**src/rtl/sevseg_scan_driver.sv**
```systemverilog
// sevseg_scan_driver: time-multiplexed driver for a 4-digit common-anode
// seven-segment display. Digits are latched once per frame (tear-free),
// each slot opens with an all-off guard interval, and all outputs are registered.
// Optional feature: define SEVSEG_BLINK_EN to build per-digit blinking
// driven by a frame counter and blink phase.
module sevseg_scan_driver #(
    parameter int REFRESH_DIV  = 100000,
    parameter int GUARD        = 2,
    parameter int BLINK_FRAMES = 64
) (
    input  logic        i_clk,
    input  logic        i_rst,
    input  logic [15:0] i_digits,
    input  logic [3:0]  i_dp,
    input  logic [3:0]  i_blink_mask,
    output logic [6:0]  o_seg,
    output logic        o_dp,
    output logic [3:0]  o_an
);
    localparam int DIV_W = (REFRESH_DIV > 1) ? $clog2(REFRESH_DIV) : 1;

    logic [DIV_W-1:0] div_q, div_d;
    logic [1:0]       idx_q, idx_d;
    logic [15:0]      shadow_digits_q, shadow_digits_d;
    logic [3:0]       shadow_dp_q, shadow_dp_d;
    logic [3:0]       an_q, an_d;
    logic [6:0]       seg_q, seg_d;
    logic             dp_q, dp_d;
    logic             slot_wrap, frame_wrap, blank;

`ifdef SEVSEG_BLINK_EN
    localparam int FR_W = (BLINK_FRAMES > 1) ? $clog2(BLINK_FRAMES) : 1;
    logic [FR_W-1:0]  frame_q, frame_d;
    logic             phase_on_q, phase_on_d;
`else
    // Blink mask is only meaningful in the blink build.
    logic unused_blink_mask;
    assign unused_blink_mask = ^i_blink_mask;
`endif

    // Hex to active-low segments, bit order {g,f,e,d,c,b,a}.
    function automatic logic [6:0] seg_decode(input logic [3:0] v);
        case (v)
            4'h0: seg_decode = 7'h40;
            4'h1: seg_decode = 7'h79;
            4'h2: seg_decode = 7'h24;
            4'h3: seg_decode = 7'h30;
            4'h4: seg_decode = 7'h19;
            4'h5: seg_decode = 7'h12;
            4'h6: seg_decode = 7'h02;
            4'h7: seg_decode = 7'h78;
            4'h8: seg_decode = 7'h00;
            4'h9: seg_decode = 7'h10;
            4'hA: seg_decode = 7'h08;
            4'hB: seg_decode = 7'h03;
            4'hC: seg_decode = 7'h46;
            4'hD: seg_decode = 7'h21;
            4'hE: seg_decode = 7'h06;
            default: seg_decode = 7'h0E;
        endcase
    endfunction

    // Next-state: slot/frame counters, frame-boundary shadow capture, output decode.
    always_comb begin
        slot_wrap  = (div_q == DIV_W'(REFRESH_DIV - 1));
        frame_wrap = slot_wrap && (idx_q == 2'd3);
        div_d      = slot_wrap ? '0 : div_q + 1'b1;
        idx_d      = slot_wrap ? idx_q + 2'd1 : idx_q;

        shadow_digits_d = shadow_digits_q;
        shadow_dp_d     = shadow_dp_q;
        if (frame_wrap) begin
            shadow_digits_d = i_digits;
            shadow_dp_d     = i_dp;
        end

        blank = (div_q < DIV_W'(GUARD));
`ifdef SEVSEG_BLINK_EN
        frame_d    = frame_q;
        phase_on_d = phase_on_q;
        if (frame_wrap) begin
            if (frame_q == FR_W'(BLINK_FRAMES - 1)) begin
                frame_d    = '0;
                phase_on_d = ~phase_on_q;
            end else begin
                frame_d = frame_q + 1'b1;
            end
        end
        // Blinking digits stay dark for their whole slot in the off phase.
        if (!phase_on_q && i_blink_mask[idx_q])
            blank = 1'b1;
`endif

        if (blank) begin
            an_d  = 4'hF;
            seg_d = 7'h7F;
            dp_d  = 1'b1;
        end else begin
            an_d  = ~(4'b0001 << idx_q);
            seg_d = seg_decode(shadow_digits_q[idx_q*4 +: 4]);
            dp_d  = ~shadow_dp_q[idx_q];
        end

        // Reset drops all progress and forces the display dark.
        if (i_rst) begin
            div_d           = '0;
            idx_d           = '0;
            shadow_digits_d = '0;
            shadow_dp_d     = '0;
            an_d            = 4'hF;
            seg_d           = 7'h7F;
            dp_d            = 1'b1;
`ifdef SEVSEG_BLINK_EN
            frame_d         = '0;
            phase_on_d      = 1'b1;
`endif
        end
    end

    // State and output registers.
    always_ff @(posedge i_clk) begin
        div_q           <= div_d;
        idx_q           <= idx_d;
        shadow_digits_q <= shadow_digits_d;
        shadow_dp_q     <= shadow_dp_d;
        an_q            <= an_d;
        seg_q           <= seg_d;
        dp_q            <= dp_d;
`ifdef SEVSEG_BLINK_EN
        frame_q         <= frame_d;
        phase_on_q      <= phase_on_d;
`endif
    end

    assign o_an  = an_q;
    assign o_seg = seg_q;
    assign o_dp  = dp_q;
endmodule
```
**config.mk**
```make
export PLATFORM = sky130hd
export DESIGN_NAME = sevseg_scan_driver
export DESIGN_NICKNAME = d
export VERILOG_FILES = /design/src/rtl/sevseg_scan_driver.sv
export SDC_FILE = /design/constraint.sdc
export NUM_CORES = 1
export LEC_CHECK = 0
export ABC_AREA = 1
export ABC_CLOCK_PERIOD_IN_PS = 1730
export BUFFER_PORTS_ARGS = -buffer_cell sky130_fd_sc_hd__buf_2
export CAP_MARGIN = 5
export CORE_MARGIN = 5
export CORE_UTILIZATION = 57
export DETAILED_ROUTE_END_ITERATION = 7
export GPL_TIMING_DRIVEN = 0
export PLACE_DENSITY = 0.91
export SETUP_SLACK_MARGIN = 0.02
export SLEW_MARGIN = 40
export SYNTH_ARGS = -nofsm -noshare
export SYNTH_HDL_FRONTEND = slang
export SYNTH_SLANG_ARGS = --single-unit
```
**constraint.sdc**
```tcl
create_clock -name i_clk -period 1.73 [get_ports i_clk]
set_input_delay 0.0865 -clock i_clk [delete_from_list [all_inputs] [get_ports i_clk]]
set_output_delay 0.0865 -clock i_clk [all_outputs]
set_load 0.01 [all_outputs]
```
==> flow_summary.toml, run 1 <==
[min_path]
hp-class = "in -> reg"
min_from = "i_rst"
worstHoldEndpoint = "o_seg[6]"
hold_depth = 3

[worst_setup_path]
crit_path_start_kind = "flip-flop"
r2r-start = "idx_q[0]"
crit_path_cell_trace = "inv_2 -> buf_6 -> nand2_1 -> nand2_1 -> nand2_1 -> nand2_2 -> ha_1 -> nand2_1 -> nand2_1 -> o21ai_0 -> nand2_1"
r2r_setup_slack_ns = 0.15
worstSetupStartpoint = "idx_q[0]"
arrival_ns = 1.78
r2r-end = "o_seg[0]"
crit_path_frequent_cell = "nand2_1"
max_stage_delay_ns = 0.38
slowest_stage = "dfxtp_4"
critPathKind = "reg -> reg"
r2r_cells = 11
crit_required_ns = 1.93
end_kind = "flip-flop"
cp_max_fo = 6

[die]
floorplan.rows = 25
coreArea_mm2 = 0.00472
ios = 38
start_util = 0.586
die_width_um = 79.7
dieArea_mm2 = 0.00635
dieHeight_um = 79.7

[clocking]
cts-root-buf = "clkbuf_8"
postCtsHoldBufs = 0
ctsHtreeMaxLevel = 2
clkSlewWorstSetupHoldPaths_ns = 0.08
clk_latency_ns = 0.31
cts_tree = "built"
cts_buffers = 5
max-clock-path-buffers = 2
cts_num_sinks = 51

[route]
drt_pass1_iterations = 5
vias_per_cell = 5.00
vias = 2704
wl_per_cell_um = 11.2
ant_nets = 0
drt_first_iter_violations = 162
wl_um = 6030
drc = 0

[synth]
synth_edf_count = 0
ys_warn_count = 0
async_flop_share = 0
synth_top_area_share = 0.369
yosysTopAreaCell = "dfxtp_1"
ys_ff_latch = 51
ys_top_cells_by_area = "dfxtp_1 (37%), nand2_1 (16%), inv_1 (11%)"
syn_area_per_cell_um2 = 6.40
synth_seq_area_share = 0.369
syn_inst = 432
synthDistinctLibCells = 22
synth_fp_nets = 469
synthFlopType = "dfxtp_1"
synth_area_mm2 = 0.00277

[final_layout]
post-route-util = 0.670
area_growth_pct = 14.3
num_antenna_cells = 0
drive_gt1_frac = 0.146
final_cell_mix = "nand2_1 (115), inv_1 (82), nor2_1 (52)"
final_nets = 511
final_common_cell = "nand2_1"
fill_cells = 402

[grt]
grt_pass1_vias = 2526
grt_pass1_wl_um = 10400
antenna_found_initial = 0
grt_overflow_total = 0
gr-usage-all-layers = 0.203
grt_max_degree = 15

[sta]
maxSlewHeadroom = 0.690
finalWorstSetupSlack_ns = 0.150
setup_tns_ns = 0
worstMarginPinSlew_ns = 0.465
fin_crit_ns = 1.58
finClkSkew_ns = 0.00897
hold_viol_final = 0
final.period_utilization = 0.914
slew_viol_final = 0
fmax_mhz = 633
rsz0062_at_grt = "false"
setup_viol = 0

[pwr]
cellPowerDensity_mw_per_mm2 = 671
peakVddDrop_v = 0.000391
leakage_nw = 1.46
p_total_mw = 2.12

[place]
pre_cts_ws_ns = -0.0798
dp_hpwl_um = 4330
gp_congestion = 0.929
portBuffers = 33

[run]
cap_viol_max_count = 0

[outcome]
status = "completed"
## synth_stat cells (4+ instances only)
| library cell | n |
|---|---|
| nand2_1 | 117 |
| inv_1 | 83 |
| nor2_1 | 52 |
| dfxtp_1 | 51 |
| nand3_1 | 30 |
| nand4_1 | 26 |
| a21oi_1 | 12 |
| o21ai_0 | 12 |
| ha_1 | 11 |
| nor3_1 | 6 |
| buf_2 | 5 |
| buf_1 | 4 |
| buf_4 | 4 |
| inv_2 | 4 |
| xor2_1 | 4 |
## timing repair
| item | CTS | global route |
|---|---|---|
| setup buffers | 0 | 2 |
| setup endpoints to repair | 5 | 8 |
| gates resized for setup | 3 | 7 |
| pin swaps | 0 | 3 |
## worst max-delay path: cells and delay by family, from the launching register on
family                     cells  cell delay (ns)
DFF                            1             0.38
and+or+nand+nor                7             0.49
AOI/OAI and AO/OA              1             0.16
adders and majority gates      1             0.25
buffers and inverters          2             0.18
## how the worst max path moves through the flow
stage	slack, ns	endpoint
2_1_floorplan	0.18	o_seg[3]
3_3_place_gp	-0.03	o_seg[3]
3_5_place_dp	-0.08	o_seg[3]
4_1_cts	0.04	o_seg[3]
5_1_grt	0.02	o_seg[3]
6_report	0.15	o_seg[0]
## per-layer routing
layer / vias up / share of wire / GRT usage
met4: 0 / 0.020 / 0.0945
li1: 1398 / - / -
met3: 14 / 0.062 / 0.0305
met1: 1204 / 0.44 / 0.232
met5: - / 0 / 0
met2: 88 / 0.48 / 0.367
## cells by family after synthesis
logic type | synth area share
AO/OA/AOI/OAI | 0.0452
AND/OR/NAND/NOR | 0.374
XOR/XNOR | 0.0127
buffers and inverters | 0.149
flip-flops | 0.369
adder cells (fa/ha/maj) | 0.0498
## state kept, by name, summed over array words and instances, names as in the netlist
name and count:
o_seg 7, div_q 17, o_dp 1, shadow_digits_q 16, o_an 4, idx_q 2
shadow_dp_q 4
## per-stage QoR
stage	hold WS [ns]	cell area (um^2)	std cells
floorplan	0.218	2770	432
global placement	0.358	3020	532
detailed placement	0.354	3020	532
CTS	0.0412	3120	539
global route	0.0583	3160	541
finish	0.0424	3160	541
## power by group
| part | internal, mW | leakage (nW) | switching, mW |
|---|---|---|---|
| clock network | 0.424 | 0.0513 | 0.380 |
| logic | 0.0516 | 0.996 | 0.0672 |
| registers | 1.19 | 0.414 | 0.00693 |
| total | 1.67 | 1.46 | 0.454 |
## cell type report
cell class                 instances  area (um^2)  share of cell area
multi-input combinational        279         1350               0.427
buffer                            14         88.8              0.0281
clock inverter                     1         30.0             0.00949
clock buffer                       6         72.6              0.0229
sequential                        51         1030               0.324
inverter                          88          330               0.104
tap                               67         83.8              0.0265
timing repair buffer              35          180              0.0570
Note: power is estimated with default switching activity, not from simulation.
==> inputs of run 2 (changes only) <==
--- a/config.mk
+++ b/config.mk
@@ -5,15 +5,13 @@
 export SDC_FILE = /design/constraint.sdc
 export NUM_CORES = 1
 export LEC_CHECK = 0
-export ABC_AREA = 1
-export ABC_CLOCK_PERIOD_IN_PS = 1730
 export BUFFER_PORTS_ARGS = -buffer_cell sky130_fd_sc_hd__buf_2
 export CAP_MARGIN = 5
 export CORE_MARGIN = 5
-export CORE_UTILIZATION = 57
+export CORE_UTILIZATION = 55
 export DETAILED_ROUTE_END_ITERATION = 7
 export GPL_TIMING_DRIVEN = 0
-export PLACE_DENSITY = 0.91
+export PLACE_DENSITY = 0.9
 export SETUP_SLACK_MARGIN = 0.02
 export SLEW_MARGIN = 40
 export SYNTH_ARGS = -nofsm -noshare
==> run 2 against run 1 <==
Effect of this change: the flow now finishes with violations (hold timing, setup timing); via count down 13%; critical path depth down 4; clock power down 6.0%; critical endpoint unchanged; highest routed layer unchanged.
==> flow_summary.toml, run 2 <==
[outcome]
status = "finished with violations"
violations = "hold timing, setup timing"

[worst_setup_path]
end_kind = "flip-flop"
crit_required_ns = 1.94
worstSetupStartpoint = "idx_q[0]"
arrival_ns = 2.24
crit_path_start_kind = "flip-flop"
critPathKind = "reg -> reg"
r2r-start = "idx_q[0]"
cp_max_fo = 7

[pwr]
peakVddDrop_v = 0.000613
p_total_mw = 2.11
leakage_nw = 1.23
cellPowerDensity_mw_per_mm2 = 625

[synth]
ys_ff_latch = 51
syn_area_per_cell_um2 = 9.01
synth_fp_nets = 296
synth_top_area_share = 0.438
yosysMostFrequentCell = "nand2_1"
synth_common_cells = "nand2_1 (55), dfxtp_1 (51), nor2_1 (27)"
synthFlopType = "dfxtp_1"
synth_seq_area_share = 0.438
yosysTopAreaCell = "dfxtp_1"
synth_edf_count = 0
ys_warn_count = 0
syn_inst = 259
synthDistinctLibCells = 33
async_flop_share = 0
synth_area_mm2 = 0.00233
ys_top_cells_by_area = "dfxtp_1 (44%), nand2_1 (8.8%), ha_1 (5.9%)"

[grt]
grt_pass1_wl_um = 11100
use_met1 = 0.310
grt_pass1_vias = 2253
grtUsageMet3 = 0.0587
antenna_found_initial = 0
grt.met2_usage = 0.441
grt_max_degree = 17
gr-usage-all-layers = 0.262
grt_overflow_total = 0
grt_busiest_layer = "met2"

[sta]
fin_crit_ns = 2.03
hold_viol_final = 1
fmax_mhz = 493
setup_viol = 51
hold_ws_ns = -0.00579
finalWorstSetupSlack_ns = -0.300
finClkSkew_ns = 0.0163
rsz0062_at_grt = "true"
slew_viol_final = 0
final.period_utilization = 1.17
maxSlewHeadroom = 0.536
worstMarginPinSlew_ns = 0.695

[final_layout]
largest_register_ffs = 17
stdcell_area_mm2 = 0.00338
drive_gt1_frac = 0.556
area_growth_pct = 45.0
final_cell_mix = "dfxtp_1 (48), buf_2 (33), a21oi_2 (21)"
final_common_cell = "dfxtp_1"
largest-register = "div_q"
final_nets = 360
num_antenna_cells = 0

[clocking]
clkSlewWorstSetupHoldPaths_ns = 0.11
clk_latency_ns = 0.32
cts_buffers = 5
cts-root-buf = "clkbuf_8"
cts_num_sinks = 51
cts_tree = "built"
ctsHtreeMaxLevel = 2
max-clock-path-buffers = 2
postCtsHoldBufs = 0

[route]
vias_per_cell = 6.27
wl_per_cell_um = 22.9
wl_um = 8560
drt_pass1_iterations = 5
vias = 2344
ant_nets = 0
drc = 0
drt_first_iter_violations = 323

[min_path]
min_from = "i_digits[4]"
hp-class = "in -> reg"

[die]
ios = 38
dieArea_mm2 = 0.00565
die_width_um = 75.1
start_util = 0.575
floorplan.rows = 23
dieHeight_um = 75.1
coreArea_mm2 = 0.00406

[place]
gp_congestion = 0.841
dpl-instance-area_mm2 = 0.00260
portBuffers = 33
dp_hpwl_um = 3600

[run]
cap_viol_max_count = 0
[run 2: cell types whose count changed after synthesis, moves of 8 or more]
cell | before | now
inv_1 | 83 | 5
nand4_1 | 26 | 6
nand3_1 | 30 | 9
a21oi_1 | 12 | 21
nand2_1 | 117 | 55
o21ai_0 | 12 | 4
nor2_1 | 52 | 27
[run 2: worst max-delay path, cell delays in order (launching register included)]
cell	delay (ns)
dfxtp_2	0.37
buf_8	0.13
mux4_2	0.62
ha_4	0.24
mux2i_1	0.21
a21oi_2	0.10
a21oi_2	0.17
o21ai_1	0.08
[run 2: repair_timing]
action,4_1_cts,5_1_grt
pin swaps,34,22
setup buffers,15,4
endpoints found under the hold margin,0,0
gates cloned,3,3
endpoints found under the setup margin,50,51
gates resized for setup,65,88
[run 2: area by class of cell]
type,count,area (um^2)
Sequential cell,51,1020
Fill cell,192,674
Buffer,12,129
Clock buffer,6,82.6
Clock inverter,2,16.3
Timing Repair Buffer,58,427
Tap cell,50,62.6
Inverter,5,23.8
Multi-Input combinational cell,190,1620
[run 2: final timing paths]
check,end,slack (ns),depth (start not counted)
hold / removal,shadow_digits_q[4],-0.006,3
setup / recovery,o_seg[0],-0.30,7
setup reg to reg,o_seg[0],-0.30,7
hold reg to reg,shadow_digits_q[12],0.49,2
[run 2: cell families (layout without fill, tap and decap cells)]
family / count (synthesis) / count (layout) / share of synthesized area
adder cells (fa/ha/maj): 11 / 11 / 0.0590
AO/OA/AOI/OAI: 36 / 36 / 0.0922
XOR/XNOR: 16 / 16 / 0.0601
buffers and inverters: 18 / 83 / 0.0456
flip-flops: 51 / 51 / 0.438
multiplexers: 14 / 14 / 0.0836
AND/OR/NAND/NOR: 113 / 113 / 0.222
[run 2: stage by stage]
stage | std cells | hold WS (ns) | setup TNS (ns) | utilization | setup WS [ns]
finish | 374 | -0.00579 | -8.48 | 0.834 | -0.300
global route | 374 | -0.0155 | -9.24 | 0.834 | -0.390
CTS | 368 | 0.0142 | -4.06 | 0.745 | -0.178
detailed placement | 342 | 0.339 | -5.08 | 0.640 | -0.272
global placement | 342 | 0.333 | -3.82 | 0.640 | -0.236
floorplan | 259 | 0.156 | -0.176 | - | -0.0753
[run 2: layer usage]
metal | share of wire | routed length (um) | vias up
li1 | - | - | 1010
met2 | 0.48 | 4110 | 172
met3 | 0.078 | 668 | 48
met4 | 0.053 | 458 | 0
met1 | 0.39 | 3320 | 1114
met5 | 0 | 0 | -
[run 2: power by group]
| group | total, mW | switching [mW] | leakage [nW] | internal (mW) |
|---|---|---|---|---|
| combinational | 0.153 | 0.0836 | 0.763 | 0.0693 |
| clock | 0.756 | 0.428 | 0.0474 | 0.328 |
| sequential | 1.20 | 0.0109 | 0.414 | 1.19 |
==> inputs of run 3 (changes only) <==
--- a/config.mk
+++ b/config.mk
@@ -5,14 +5,16 @@
 export SDC_FILE = /design/constraint.sdc
 export NUM_CORES = 1
 export LEC_CHECK = 0
-export BUFFER_PORTS_ARGS = -buffer_cell sky130_fd_sc_hd__buf_2
 export CAP_MARGIN = 5
+export CORE_ASPECT_RATIO = 0.8
 export CORE_MARGIN = 5
-export CORE_UTILIZATION = 55
+export CORE_UTILIZATION = 60
 export DETAILED_ROUTE_END_ITERATION = 7
+export DONT_BUFFER_PORTS = 1
 export GPL_TIMING_DRIVEN = 0
-export PLACE_DENSITY = 0.9
+export PLACE_DENSITY = 0.88
 export SETUP_SLACK_MARGIN = 0.02
+export SKIP_LAST_GASP = 1
 export SLEW_MARGIN = 40
 export SYNTH_ARGS = -nofsm -noshare
 export SYNTH_HDL_FRONTEND = slang
==> run 3 against run 2 <==
Effect of this change: critical path type unchanged; largest cell class unchanged; utilization grew 9.8 points; non-clock buffer count shrank 8; global-route usage shrank 0.84 points; clock skew shrank 0.0089 ns; worst setup slack lost 0.13 ns; final cell count shrank 1.1%; critical endpoint is now shadow_digits_q[9]; combinational power shrank 3%; the flow finishes with violations (setup timing); first-iteration DRC count shrank 8.0%; flip-flop and latch count is the same; clock power shrank 5.4%; sequential power is essentially flat.
==> flow_summary.toml, run 3 (synthesized netlist as in run 2, its figures left out) <==
[route]
wl_met2_um = 4560
vias_per_cell = 6.55
ant_nets = 0
wl_um = 9200
wl_met1_um = 3260
routed.top_layer = "met4"
drt_first_iter_violations = 297
wl_per_cell_um = 24.9
vias = 2424
drt_pass1_iterations = 5
wl_met3_um = 857
drc = 0

[sta]
worstMarginPinSlew_ns = 0.786
finalWorstSetupSlack_ns = -0.431
setup_viol = 51
setup_tns_ns = -14.85
fin_crit_ns = 2.16
maxSlewHeadroom = 0.476
final.period_utilization = 1.25
finClkSkew_ns = 0.00737
fmax_mhz = 463
rsz0062_at_grt = "true"
slew_viol_final = 0
hold_viol_final = 0

[final_layout]
fill_cells = 105
num_antenna_cells = 0
largest_register_ffs = 17
largest-register = "div_q"
final_cell_mix = "dfxtp_1 (48), nor2_1 (24), nand2_4 (23)"
fin_cells = 370
seqCellArea_mm2 = 0.00102
final_common_cell = "dfxtp_1"
final_nets = 352
area_growth_pct = 50.9
multi_input_area_mm2 = 0.00169
post-route-util = 0.932
drive_gt1_frac = 0.448

[place]
pre_cts_ws_ns = -0.264
dp_hpwl_um = 3460
portBuffers = 0
placedCellCount = 314
gp_congestion = 0.834

[die]
coreArea_mm2 = 0.00378
start_util = 0.618
floorplan.rows = 20
dieHeight_um = 65.8
ios = 38
die_width_um = 79.7
dieArea_mm2 = 0.00524

[worst_setup_path]
worstSetupStartpoint = "div_q[0]"
crit_path_start_kind = "flip-flop"
arrival_ns = 2.40
end_kind = "flip-flop"
r2r-start = "div_q[0]"
cp_max_fo = 5
critPathKind = "reg -> reg"
crit_required_ns = 1.97

[clocking]
cts_tree = "built"
clkSlewWorstSetupHoldPaths_ns = 0.09
max-clock-path-buffers = 2
cts_num_sinks = 51
cts-root-buf = "clkbuf_8"
clk_latency_ns = 0.31
cts_buffers = 5
ctsHtreeMaxLevel = 2

[outcome]
violations = "setup timing"
status = "finished with violations"

[pwr]
cellPowerDensity_mw_per_mm2 = 590
peakVddDrop_v = 0.000659
leakage_nw = 1.32

[min_path]
min_from = "i_rst"
hp-class = "in -> reg"

[grt]
antenna_found_initial = 0
grt_max_degree = 18
grt_pass1_vias = 2081
grt_overflow_total = 0
grt_pass1_wl_um = 10100
gr-usage-all-layers = 0.254

[run]
cap_viol_max_count = 0
[run 3: cell count changes in the layout (fill, tap and decap cells not counted), moves of 3 or more]
cell           previous run  this run
buf_2                    33         0
nand2_4                  17        23
dlygate4sd3_1             0        21
o311ai_1                  3         0
ha_2                      3         0
buf_4                    13        18
nor2_2                   16         3
nor2_1                   10        24
nand2_2                  20        16
ha_4                      2         5
[run 3: worst paths after layout]
kind / to / slack [ns] / cells after the start
max: shadow_digits_q[9] / -0.43 / 7
min: div_q[3] / 0.17 / 3
max reg2reg: shadow_digits_q[9] / -0.43 / 7
min reg2reg: div_q[0] / 0.50 / 1
[run 3: final cells by class]
cell class	instances	share of cell area
buffer	12	0.0394
clock buffer	6	0.0235
clock inverter	1	0.00142
inverter	5	0.00675
multi-input combinational	190	0.479
sequential	51	0.291
tap	55	0.0195
timing repair buffer	50	0.139
[run 3: through the flow]
stage               hold slack, ns  total power, mW  instance area [um^2]
floorplan                    0.156             1.28                  2370
global placement             0.157             1.29                  2440
detailed placement           0.163             1.29                  2440
CTS                          0.135             2.00                  2950
global route                 0.186             2.13                  3520
finish                       0.173             2.08                  3520
[run 3: report_power, final]
part	leakage [nW]	internal [mW]	switching (mW)	total [mW]
combinational	0.858	0.0730	0.0758	0.149
clock	0.0470	0.315	0.400	0.715
sequential	0.414	1.19	0.0195	1.21
total	1.32	1.58	0.495	2.08
[run 3: critical path, cell delays in order, from the launching register on]
cell and delay [ns]:
dfxtp_1 0.37, ha_1 0.28, nand4_1 0.19, nor3_1 0.46, and3_4 0.34, clkbuf_16 0.18, nand2_1 0.09, a21oi_2 0.17
[run 3: routing by layer]
metal	up-vias	global-route usage
met2	213	0.411
met5	-	0
met1	1151	0.313
met4	0	0.133
met3	61	0.0613
li1	999	-
[run 3: repair_timing]
item / CTS / global route
setup endpoints to repair: 49 / 51
gates cloned: 3 / 3
pin swaps: 19 / 44
buffers inserted: 7 / 17
hold endpoints to repair: 22 / 0
hold buffers: 21 / 0
gates resized for setup: 51 / 104
